**src/rtl/rlwe_pkg.sv**
```systemverilog
// Shared types and modular helpers for the RLWE key generator.
// Latency: combinational helpers only. Backpressure: not applicable.
// Reduction helpers assume inputs below 2^LOG_Q < 2*Q.
package rlwe_pkg;

    typedef enum logic [2:0] {
        ST_IDLE,
        ST_LOAD_A,
        ST_LOAD_S,
        ST_LOAD_E,
        ST_MUL,
        ST_OUT
    } state_t;

    // One conditional subtract is enough because inputs are below 2*q.
    function automatic logic [31:0] mod_csub(input logic [31:0] v, input logic [31:0] q);
        return (v >= q) ? (v - q) : v;
    endfunction

    // Two's-complement value of width w mapped into [0,q): negatives become v+q.
    function automatic logic [31:0] mod_signed(input logic [31:0] v, input logic [31:0] q,
                                               input int unsigned w);
        logic [31:0] half;
        logic [31:0] full;
        half = 32'd1 << (w - 1);
        full = 32'd1 << w;
        if (v >= half)
            return v + q - full;
        return mod_csub(v, q);
    endfunction

endpackage

```
**src/rtl/rlwe_keygen_serial_mac.sv**
```systemverilog
// Combinational modular MAC: res = (acc +/- x*y) mod Q, with acc in [0,Q).
// Latency: zero cycles (pure combinational).
// Backpressure: none; the caller decides when the result is written.
module mod_mac_q #(
    parameter int Q     = 17,
    parameter int LOG_Q = 5
) (
    input  logic [LOG_Q-1:0] acc,
    input  logic [LOG_Q-1:0] x,
    input  logic [LOG_Q-1:0] y,
    input  logic             sub,
    output logic [LOG_Q-1:0] res
);

    localparam logic [2*LOG_Q-1:0] Q_P = (2*LOG_Q)'(Q);
    localparam logic [LOG_Q:0]     Q_E = (LOG_Q+1)'(Q);

    logic [2*LOG_Q-1:0] prod;
    logic [LOG_Q-1:0]   prod_m;
    logic [LOG_Q:0]     sum;

    always_comb begin
        prod   = {{LOG_Q{1'b0}}, x} * {{LOG_Q{1'b0}}, y};
        prod_m = LOG_Q'(prod % Q_P);
        sum    = {1'b0, acc} + {1'b0, prod_m};
        res    = '0;
        if (sub) begin
            if (acc >= prod_m)
                res = acc - prod_m;
            else
                res = LOG_Q'({1'b0, acc} + Q_E - {1'b0, prod_m});
        end else begin
            if (sum >= Q_E)
                res = LOG_Q'(sum - Q_E);
            else
                res = sum[LOG_Q-1:0];
        end
    end

endmodule

```
**src/rtl/rlwe_keygen_serial.sv**
```systemverilog
// RLWE key generator b = a*s + e in Z_Q[x]/(x^N+1); KEYGEN_SIGNED_NOISE_EN selects signed noise.
// Latency: start to first key coefficient is 1+3N+N^2 cycles with sources always ready.
// Backpressure: input stalls extend the load phases; out_ack low freezes all outputs.
module rlwe_keygen_serial
    import rlwe_pkg::*;
#(
    parameter int Q     = 17,
    parameter int LOG_Q = 5,
    parameter int N     = 8,
    parameter int LOG_N = 3
) (
    input  logic             clk,
    input  logic             reset,
    input  logic             start,
    output logic             busy,
    output logic             TRNG_req,
    input  logic             TRNG_ready,
    input  logic [LOG_Q-1:0] TRNG_in,
    output logic             Gaussian_req,
    input  logic             Gaussian_ready,
    input  logic [LOG_Q-1:0] Gaussian_in,
    output logic             key_ready,
    input  logic             out_ack,
    output logic             key_last,
    output logic [LOG_N-1:0] coeff_idx,
    output logic [LOG_Q-1:0] pub_key_a,
    output logic [LOG_Q-1:0] pub_key_b,
    output logic [LOG_Q-1:0] sec_key_s
);

    localparam logic [LOG_N-1:0] LAST = LOG_N'(N - 1);

    state_t state_q, state_d;

    logic [LOG_N-1:0] cnt_q;
    logic [LOG_N-1:0] i_q;
    logic [LOG_N-1:0] j_q;

    logic [LOG_Q-1:0] mem_a [N];
    logic [LOG_Q-1:0] mem_s [N];
    logic [LOG_Q-1:0] mem_b [N];

    logic             trng_fire;
    logic             gauss_fire;
    logic [LOG_Q-1:0] a_red;
    logic [LOG_Q-1:0] g_red;
    logic [LOG_N:0]   ij_sum;
    logic [LOG_N-1:0] k_idx;
    logic [LOG_Q-1:0] mac_res;

    assign busy         = (state_q != ST_IDLE);
    assign TRNG_req     = (state_q == ST_LOAD_A);
    assign Gaussian_req = (state_q == ST_LOAD_S) || (state_q == ST_LOAD_E);
    assign key_ready    = (state_q == ST_OUT);
    assign trng_fire    = TRNG_req && TRNG_ready;
    assign gauss_fire   = Gaussian_req && Gaussian_ready;

    assign a_red = LOG_Q'(mod_csub(32'(TRNG_in), 32'(Q)));
`ifdef KEYGEN_SIGNED_NOISE_EN
    assign g_red = LOG_Q'(mod_signed(32'(Gaussian_in), 32'(Q), LOG_Q));
`else
    assign g_red = LOG_Q'(mod_csub(32'(Gaussian_in), 32'(Q)));
`endif

    // Carry out of i+j marks the wrap past x^N, where x^N = -1 flips the sign.
    assign ij_sum = {1'b0, i_q} + {1'b0, j_q};
    assign k_idx  = ij_sum[LOG_N-1:0];

    mod_mac_q #(
        .Q     (Q),
        .LOG_Q (LOG_Q)
    ) u_mac (
        .acc (mem_b[k_idx]),
        .x   (mem_a[i_q]),
        .y   (mem_s[j_q]),
        .sub (ij_sum[LOG_N]),
        .res (mac_res)
    );

    always_ff @(posedge clk) begin
        if (reset)
            state_q <= ST_IDLE;
        else
            state_q <= state_d;
    end

    always_comb begin
        state_d = state_q;
        case (state_q)
            ST_IDLE:   if (start) state_d = ST_LOAD_A;
            ST_LOAD_A: if (trng_fire && cnt_q == LAST) state_d = ST_LOAD_S;
            ST_LOAD_S: if (gauss_fire && cnt_q == LAST) state_d = ST_LOAD_E;
            ST_LOAD_E: if (gauss_fire && cnt_q == LAST) state_d = ST_MUL;
            ST_MUL:    if (i_q == LAST && j_q == LAST) state_d = ST_OUT;
            ST_OUT:    if (out_ack && cnt_q == LAST) state_d = ST_IDLE;
            default:   state_d = ST_IDLE;
        endcase
    end

    // Counters wrap to zero naturally because N is a power of two.
    always_ff @(posedge clk) begin
        if (reset) begin
            cnt_q <= '0;
            i_q   <= '0;
            j_q   <= '0;
        end else begin
            case (state_q)
                ST_IDLE: begin
                    if (start) begin
                        cnt_q <= '0;
                        i_q   <= '0;
                        j_q   <= '0;
                    end
                end
                ST_LOAD_A: if (trng_fire) cnt_q <= cnt_q + LOG_N'(1);
                ST_LOAD_S, ST_LOAD_E: if (gauss_fire) cnt_q <= cnt_q + LOG_N'(1);
                ST_MUL: begin
                    j_q <= j_q + LOG_N'(1);
                    if (j_q == LAST)
                        i_q <= i_q + LOG_N'(1);
                end
                ST_OUT: if (out_ack) cnt_q <= cnt_q + LOG_N'(1);
                default: ;
            endcase
        end
    end

    always_ff @(posedge clk) begin
        if (trng_fire)
            mem_a[cnt_q] <= a_red;
        if (gauss_fire && state_q == ST_LOAD_S)
            mem_s[cnt_q] <= g_red;
        if (gauss_fire && state_q == ST_LOAD_E)
            mem_b[cnt_q] <= g_red;
        else if (state_q == ST_MUL)
            mem_b[k_idx] <= mac_res;
    end

    assign coeff_idx = key_ready ? cnt_q : '0;
    assign key_last  = key_ready && (cnt_q == LAST);
    assign pub_key_a = key_ready ? mem_a[cnt_q] : '0;
    assign pub_key_b = key_ready ? mem_b[cnt_q] : '0;
    assign sec_key_s = key_ready ? mem_s[cnt_q] : '0;

endmodule

```
**config.mk**
```make
export PLATFORM = sky130hd
export DESIGN_NAME = rlwe_keygen_serial
export DESIGN_NICKNAME = d
export VERILOG_FILES = /design/src/rtl/rlwe_pkg.sv /design/src/rtl/rlwe_keygen_serial_mac.sv /design/src/rtl/rlwe_keygen_serial.sv
export SDC_FILE = /design/constraint.sdc
export NUM_CORES = 1
export LEC_CHECK = 0
export CAP_MARGIN = 20
export CORE_MARGIN = 5
export CORE_UTILIZATION = 40
export DETAILED_ROUTE_END_ITERATION = 10
export PLACE_DENSITY_LB_ADDON = 0.12
export RECOVER_POWER = 50
export SETUP_SLACK_MARGIN = 0.1
export SLEW_MARGIN = 20
export SYNTH_ARGS = -nofsm -noshare
export SYNTH_HDL_FRONTEND = slang
export SYNTH_SLANG_ARGS = --single-unit
```
**constraint.sdc**
```tcl
create_clock -name clk -period 14.75 [get_ports clk]
set_input_delay 2.95 -clock clk [delete_from_list [all_inputs] [get_ports clk]]
set_output_delay 2.95 -clock clk [all_outputs]
set_load 0.01 [all_outputs]
```
Yosys cells after proc, flatten, opt, wreduce, memory -nomap -nowiden:

Memory sizes are Yosys's and may differ from the RTL's. A register that Yosys moved wholly into a read port is not among the register bits.
Index checks and enable logic that the tools add are counted.

* multiplexer cells: 46
* reduce and logical (&&, ||, !) cells: 20
* $lt $le $gt $ge: 4
* equality and inequality tests: 18
* add/subtract/negate cells: 11
* multiply operators: 1
* divide/modulo/power cells: 1

Operators with widths (number)
* 3-bit 2-to-1 mux: 23
* 5-bit 2-to-1 mux: 9
* 3-bit one-hot mux with 6 select lines: 1
* 3-bit == test (second input constant): 5
* 5-bit subtractor (second input constant): 3
* 2-bit by 1-bit inequality test with 1-bit output (second input constant): 6
* 3-bit one-hot mux with 2 select lines: 2
* 3-bit one-hot mux with 4 select lines: 1
* 5-bit greater-or-equal comparator (second input constant): 2
* 10-bit by 5-bit modulo with 10-bit output (second input constant): 1
* 5-bit by 5-bit multiplier with 10-bit output: 1
* 1-bit 2-to-1 mux: 10
* 5-bit subtractor: 2
* 3-bit by 1-bit adder with 3-bit output (second input constant): 3
* 1-bit logical AND: 9
* 2-bit inequality test (second input constant): 4
* 5-bit by 5-bit adder with 6-bit output: 1
* 3-bit by 2-bit == test with 1-bit output (second input constant): 2
* 6-bit by 5-bit greater-or-equal comparator with 1-bit output (second input constant): 1
* 6-bit AND reduction: 1
* 5-bit adder (second input constant): 1
* 5-bit greater-or-equal comparator: 1
* 5-bit AND reduction: 1
* 5-bit OR reduction: 1
* other kinds (10): 10

* input bits: 16
* memory bits (writable): 120
* memories: 3
* word-level logic and storage cells: 108
* output and inout bits: 23
* register bits: 12

Memory list
* mem_a: depth 8, width 5, rd ports 2, clocked after Yosys merged registers in 2, write ports 1, line rlwe_keygen_serial.sv:39 `logic [LOG_Q-1:0] mem_a [N];`
* mem_b: depth 8, width 5, rd ports 2, clocked after Yosys merged registers in 1, write ports 1, line rlwe_keygen_serial.sv:41 `logic [LOG_Q-1:0] mem_b [N];`
* mem_s: depth 8, width 5, rd ports 2, clocked after Yosys merged registers in 2, write ports 1, line rlwe_keygen_serial.sv:40 `logic [LOG_Q-1:0] mem_s [N];`

Logic depth before layout (Yosys ltp):

Gate-level depths: netlist (run 1).

* depth in word-level cells: 8
* depth in mapped cells: 50
* mapped depth without buffers: 46

Cells and area by module:

From an unflattened synthesis (run 1), not the netlist that was laid out.

* cells, all modules: 819
* area total of the unflattened synthesis: 9870.7 µm²

Modules (own cells, without submodules)
* rlwe_keygen_serial: times used 1, cells each 445, area each 7053.0 µm², sequential area each 4023.9 µm²
* mod_mac_q: times used 1, cells each 374, area each 2817.7 µm², sequential area each 0.0 µm²

Least setup slack after synthesis (run 1):

Ideal clock, no wire load.

* path kind: register to register
* start: register with a tool-made name
* end: memory mem_b[0][2] (data pin)
* data required time: 14.526 ns
* cell stages (with the launch flop): 46
* setup slack: 3.287 ns
* path buffers: 1
* arrival time: 11.239 ns
* period minus slack after synthesis: 11.463 ns
* setup time: 0.224 ns
* cell sequence: dfxtp_1 -> clkbuf_1 -> mux4_2 -> mux2i_1 -> or2_2 -> fa_1 -> fa_1 -> fa_1 -> inv_1 -> ha_1 -> nand2b_2 -> a2111oi_4 -> a211oi_2 -> or4_4 -> o211ai_1 -> o22ai_1 -> a2111oi_2 -> o21ai_1 -> [... 10 more ...] -> o311a_1 -> o2111ai_1 -> mux2_4 -> o31ai_4 -> mux2_4 -> ha_1 -> inv_1 -> a21oi_1 -> o21bai_1 -> xnor2_1 -> nor3b_1 -> inv_1 -> o21ai_0 -> nand2_1 -> and3_1 -> o21ai_0 -> o21ai_0 -> a21oi_1

RTL lines (line)
* to (decl): rlwe_keygen_serial.sv:41

==> impl_metrics.py, run 1 <==
metrics = {
    "timing": {
        "rsz0062_at_grt": "no",
        "maxSlewViolCount": 0,
        "finClkSkew_ns": 0.0118,
        "fmax_mhz": 76.3,
        "relSlewSlack_pct": 27.5,
        "holdWs_ns": 0.534,
        "hold_viol_final": 0,
        "tightest_slew_ns": 1.08,
        "fin_crit_sh_pct": 88.9,
        "tns_ns": 0,
        "period_needed_ns": 13.11,
        "setup_viol": 0,
    },
    "clock_tree": {
        "path_clk_slew_ns": 0.06,
        "cts_buffers": 17,
        "clk_path_buf_depth": 2,
        "hold_buffers": 0,
        "cts_resized": 0,
        "post-cts-setup-buffers": 0,
        "cts_tree": "done",
        "clkSinkCount": 141,
        "insertion_delay_ns": 0.41,
        "cts_max_level": 4,
        "cts-root-buf": "clkbuf_16",
    },
    "drt": {
        "via_count": 7018,
        "wl_mm": 24.2,
        "wl_per_cell_um": 20.2,
        "post-route-drc-count": 0,
        "drtPass1Iterations": 5,
        "via_per_inst": 5.85,
        "drt_iter0_markers": 493,
        "drtAntennaViolNets": 0,
    },
    "grt": {
        "grt_pass1_vias": 7236,
        "grt_pass1_wl_mm": 39.2,
        "grt_usage_pct": 17.5,
        "antenna_found_initial": 0,
        "globalRoute.totalOverflow": 0,
        "grt_max_degree": 31,
    },
    "floorplanning": {
        "core-area_um2": 24300,
        "num_rows": 57,
        "die_w_um": 167,
        "ios": 39,
        "start_util_pct": 40.5,
        "die_y_um": 167,
        "dieArea_um2": 27900,
    },
    "final_layout": {
        "multiInputGateArea_um2": 5500,
        "regArea_um2": 4030,
        "fillerInstances": 2147,
        "syn2layout_area_growth_pct": 13.5,
        "nets": 944,
        "drive_gt1_share_pct": 17.4,
        "antennaDiodeCount": 0,
    },
    "run": {
        "drv_cap": 0,
    },
    "setup_path": {
        "arrival_ns": 13.21,
        "endpoint_kind": "register",
        "required_ns": 14.85,
        "critPathMaxFanout": 10,
        "cpPeakStageDelay_ns": 0.80,
        "slowest_stage": "dfxtp_1",
        "critPathKind": "reg2reg",
        "start_kind": "register",
    },
    "synth": {
        "yosysSeqAreaShare_pct": 40.9,
        "synth.avg_cell_area_um2": 11.8,
        "yosys-top-cells-count": "edfxtp_1, nor2_1, mux4_2",
        "synth_edf_count": 120,
        "ys_ff_latch": 141,
        "syn_nets": 917,
        "synth.area.top_cells": "edfxtp_1, mux4_2, ha_1",
        "yosys_warnings": 0,
        "synth_cells": 836,
        "synth-main-ff-cell": "edfxtp_1",
        "async_flop_share_pct": 0,
        "synth_top_area_share_pct": 36.6,
        "yosysTopAreaCell": "edfxtp_1",
        "synth.distinct_cells": 89,
        "syn-cell-area_um2": 9850,
        "yosysMostFrequentCell": "edfxtp_1",
    },
    "placed_design": {
        "gp_congestion": 0.896,
        "port_buffers": 38,
        "dp.final_hpwl_mm": 18.1,
    },
    "outcome": {
        "status": "finished clean",
    },
    "min_path": {
        "min_from": "i_q[0]$_SDFFE_PP0P_",
        "hold_path.class": "reg2reg",
    },
}
-- per-stage QoR --
stage          cells  utilization, %  setup WS [ns]  cell area [um2]
2_1_floorplan    836               -           3.29             9850
6_report        1200            46.0           1.64            11200
4_1_cts         1200            46.0           1.54            11200
3_3_place_gp    1167            43.3           1.96            10500
3_5_place_dp    1168            43.4           1.66            10500
5_1_grt         1200            46.0          0.442            11200
-- worst max-delay path: cells and delay by family, from the launching register on --
family                     cells  cell delay, ns
adders and majority gates      7            2.93
muxes                          4            1.71
AOI/OAI and AO/OA             20            5.04
buffers and inverters          4            0.29
DFF                            1            0.80
and+or+nand+nor                7            1.81
xor gates and xnor gates       1            0.18
-- state kept, by name (all words and copies together) (netlist names), named ones only --
name,count
state_q,3
cnt_q,3
mem_b,40
i_q,3
mem_a,40
j_q,3
mem_s,40
-- cell families (layout without fill, tap and decap cells) --
family                     Yosys count  count (layout)  synth area share, %
AOI/OAI and AO/OA                  171             171                 13.4
xor gates and xnor gates            28              28                 2.83
adders and majority gates           65              65                 9.40
buffers and inverters               85             125                 3.29
DFF                                141             141                 40.9
muxes                              104             104                 18.4
and+or+nand+nor                    242             242                 11.8
-- placed cells by master (no fill, tap or decap), types with 6 or more instances in the layout --
cell | netlist | layout
edfxtp_1 | 120 | 120
nor2_1 | 104 | 104
mux4_2 | 60 | 60
ha_1 | 50 | 50
inv_1 | 49 | 49
nand2_1 | 40 | 40
a21oi_1 | 35 | 35
clkdlybuf4s50_1 | 0 | 33
mux2i_1 | 31 | 31
o21ai_0 | 25 | 25
nor3_1 | 20 | 20
dfxtp_1 | 21 | 19
clkbuf_16 | 0 | 17
xnor2_1 | 16 | 16
fa_1 | 15 | 15
nand3_1 | 12 | 12
or2_2 | 10 | 10
mux2_2 | 11 | 10
xor2_1 | 9 | 9
nor3b_1 | 8 | 8
o31ai_1 | 7 | 7
a21o_1 | 7 | 7
a211oi_1 | 7 | 7
a31oi_1 | 7 | 7
o21ai_1 | 6 | 6
and2_1 | 6 | 6
o2111ai_1 | 6 | 6
-- final timing paths --
check                     endpoint  slack, ns  depth (start not counted)
max reg2reg  mem_b[4][1]$_DFFE_PP_       1.64                         43
max          mem_b[4][1]$_DFFE_PP_       1.64                         43
min reg2reg    i_q[0]$_SDFFE_PP0P_       0.53                          2
min            i_q[0]$_SDFFE_PP0P_       0.53                          2
-- layer usage --
layer,wire (um),global-route usage [%]
met1,10700,23.1
met2,12300,30.3
met3,989,2.92
met4,284,4.20
met5,0,0
-- area by class of cell --
cell class	instances	share of cell area, %
clock inverter	15	1.87
multi-input combinational	610	49.2
timing repair buffer	43	3.77
inverter	50	1.68
sequential	141	36.0
tap	324	3.63
clock buffer	17	3.81
Power of run 1 is left out: the tool's default activity adds up to more than one toggle a clock period on the data nets, which glitch-free logic cannot reach.
==> run 2, diff against run 1 <==
Settings changed: CTS_CLUSTER_SIZE from default to 30.
==> results of run 2 <==
No change in the layout: final DEF, timing and power equal those of run 1.
Power of run 2 is left out for the same reason.
==> run 3, diff against run 2 <==
Settings changed: PLACE_DENSITY_LB_ADDON 0.12 to default, REMOVE_ABC_BUFFERS from default to 1.
==> run 3 against run 2 <==
Register-to-register slack better by 0.16 ns. Largest cell class unchanged. First-iteration DRC count decreased by 13%. Cell count is 0.17% higher. Maximum frequency increased by 1.2%. Critical path depth did not move. Global-route usage is 1.1 points lower. Via count down 2.6%. Cell area is 0.34% lower.
==> impl_metrics.py, run 3 (synthesis gave the netlist of run 1 again) <==
metrics = {
    "placed_design": {
        "dp.final_hpwl_mm": 16.9,
        "port_buffers": 38,
        "placed_area_um2": 10600,
        "gp_congestion": 0.914,
    },
    "drt": {
        "wl_mm": 22.9,
        "post-route-drc-count": 0,
        "wl_per_cell_um": 19.0,
        "drt_iter0_markers": 429,
        "drtAntennaViolNets": 0,
        "drtPass1Iterations": 5,
        "via_per_inst": 5.69,
        "via_count": 6836,
    },
    "setup_path": {
        "cp.buffers_inverters": 4,
        "arrival_ns": 13.06,
        "cpPeakStageDelay_ns": 0.77,
        "critPathMaxFanout": 10,
        "worstSetupPathDepth": 43,
        "r2r_cells": 43,
        "slowest_stage": "dfxtp_1",
        "required_ns": 14.86,
        "endpoint_kind": "register",
        "crit_family": "compound AO/OA/AOI/OAI gates",
        "start_kind": "register",
        "critPathKind": "reg2reg",
    },
    "final_layout": {
        "drive_gt1_share_pct": 17.2,
        "nets": 948,
        "syn2layout_area_growth_pct": 13.1,
        "finalInstanceArea_um2": 11100,
        "fin_util_pct": 45.8,
        "final_common_cell": "edfxtp_1",
        "antennaDiodeCount": 0,
        "layout_common_cells": "edfxtp_1, nor2_1, mux4_2, ha_1, inv_1",
        "top_regs": "mem_a x40, mem_b x40, mem_s x40",
    },
    "timing": {
        "setup_viol": 0,
        "relSlewSlack_pct": 21.9,
        "finClkSkew_ns": 0.0102,
        "fin_crit_sh_pct": 87.8,
        "hold_viol_final": 0,
        "maxSlewViolCount": 0,
        "period_needed_ns": 12.95,
        "holdWs_ns": 0.540,
        "tns_ns": 0,
        "rsz0062_at_grt": "no",
        "fmax_mhz": 77.2,
        "tightest_slew_ns": 1.16,
    },
    "clock_tree": {
        "path_clk_slew_ns": 0.06,
        "clk_path_buf_depth": 2,
        "insertion_delay_ns": 0.42,
        "cts_buffers": 17,
        "post-cts-setup-buffers": 0,
        "clkSinkCount": 141,
        "cts-root-buf": "clkbuf_16",
        "cts_tree": "done",
        "hold_buffers": 0,
        "cts_max_level": 4,
        "cts_resized": 0,
    },
    "floorplanning": {
        "start_util_pct": 40.5,
        "num_rows": 57,
        "dieArea_um2": 27900,
        "ios": 39,
        "die_y_um": 167,
        "die_w_um": 167,
        "core-area_um2": 24300,
    },
    "min_path": {
        "hold_path.class": "reg2reg",
        "holdPathStages": 2,
    },
    "grt": {
        "grt_usage_pct": 16.4,
        "grt_pass1_wl_mm": 36.6,
        "antenna_found_initial": 0,
        "globalRoute.totalOverflow": 0,
        "grt_max_degree": 31,
        "grt_pass1_vias": 6828,
    },
    "run": {
        "drv_cap": 0,
    },
    "outcome": {
        "status": "finished clean",
    },
}
## run 3: cell types whose count changed in the layout (fill, tap and decap cells not counted), sizes merged
| cell | delta |
|---|---|
| buf | +4 |
| bufinv | -1 |
| inv | -4 |
| clkbuf | +1 |
| clkinvlp | +2 |
## run 3: cell type report
type,count,area [um2]
Inverter,50,188
Tap cell,324,405
Clock inverter,12,148
Sequential cell,141,4030
Fill cell,2206,13200
Timing Repair Buffer,47,444
Clock buffer,18,429
Multi-Input combinational cell,610,5500
## run 3: layer usage
metal  track usage (%)  part of all wire (%)  up-vias
li1                  -                     -     3269
met1              21.7                    45     3391
met2              28.4                    51      159
met3              2.44                   3.6       17
met4              4.27                  0.99        0
met5                 0                     0        -
## run 3: final timing paths
| path | from | endpoint | slack [ns] |
|---|---|---|---|
| setup / recovery | register | mem_b[0][1]$_DFFE_PP_ | 1.80 |
| hold / removal | i_q[0]$_SDFFE_PP0P_ | i_q[0]$_SDFFE_PP0P_ | 0.54 |
| setup reg to reg | register | mem_b[0][1]$_DFFE_PP_ | 1.80 |
| hold reg to reg | i_q[0]$_SDFFE_PP0P_ | i_q[0]$_SDFFE_PP0P_ | 0.54 |
## run 3: stage by stage
stage,cells,worst slack (ns)
finish,1202,1.80
global placement,1172,2.03
detailed placement,1172,1.79
global route,1202,0.685
CTS,1202,1.75
floorplan,801,3.46
## run 3: worst register-to-register path, delay by kind of cell (launching register included)
family	cells	cell delay (ns)
xor gates and xnor gates	1	0.14
AOI/OAI and AO/OA	20	4.98
and+or+nand+nor	7	1.80
buffers and inverters	4	0.31
muxes	4	1.76
adders and majority gates	7	2.89
DFF	1	0.77
Power of run 3 is left out for the same reason.
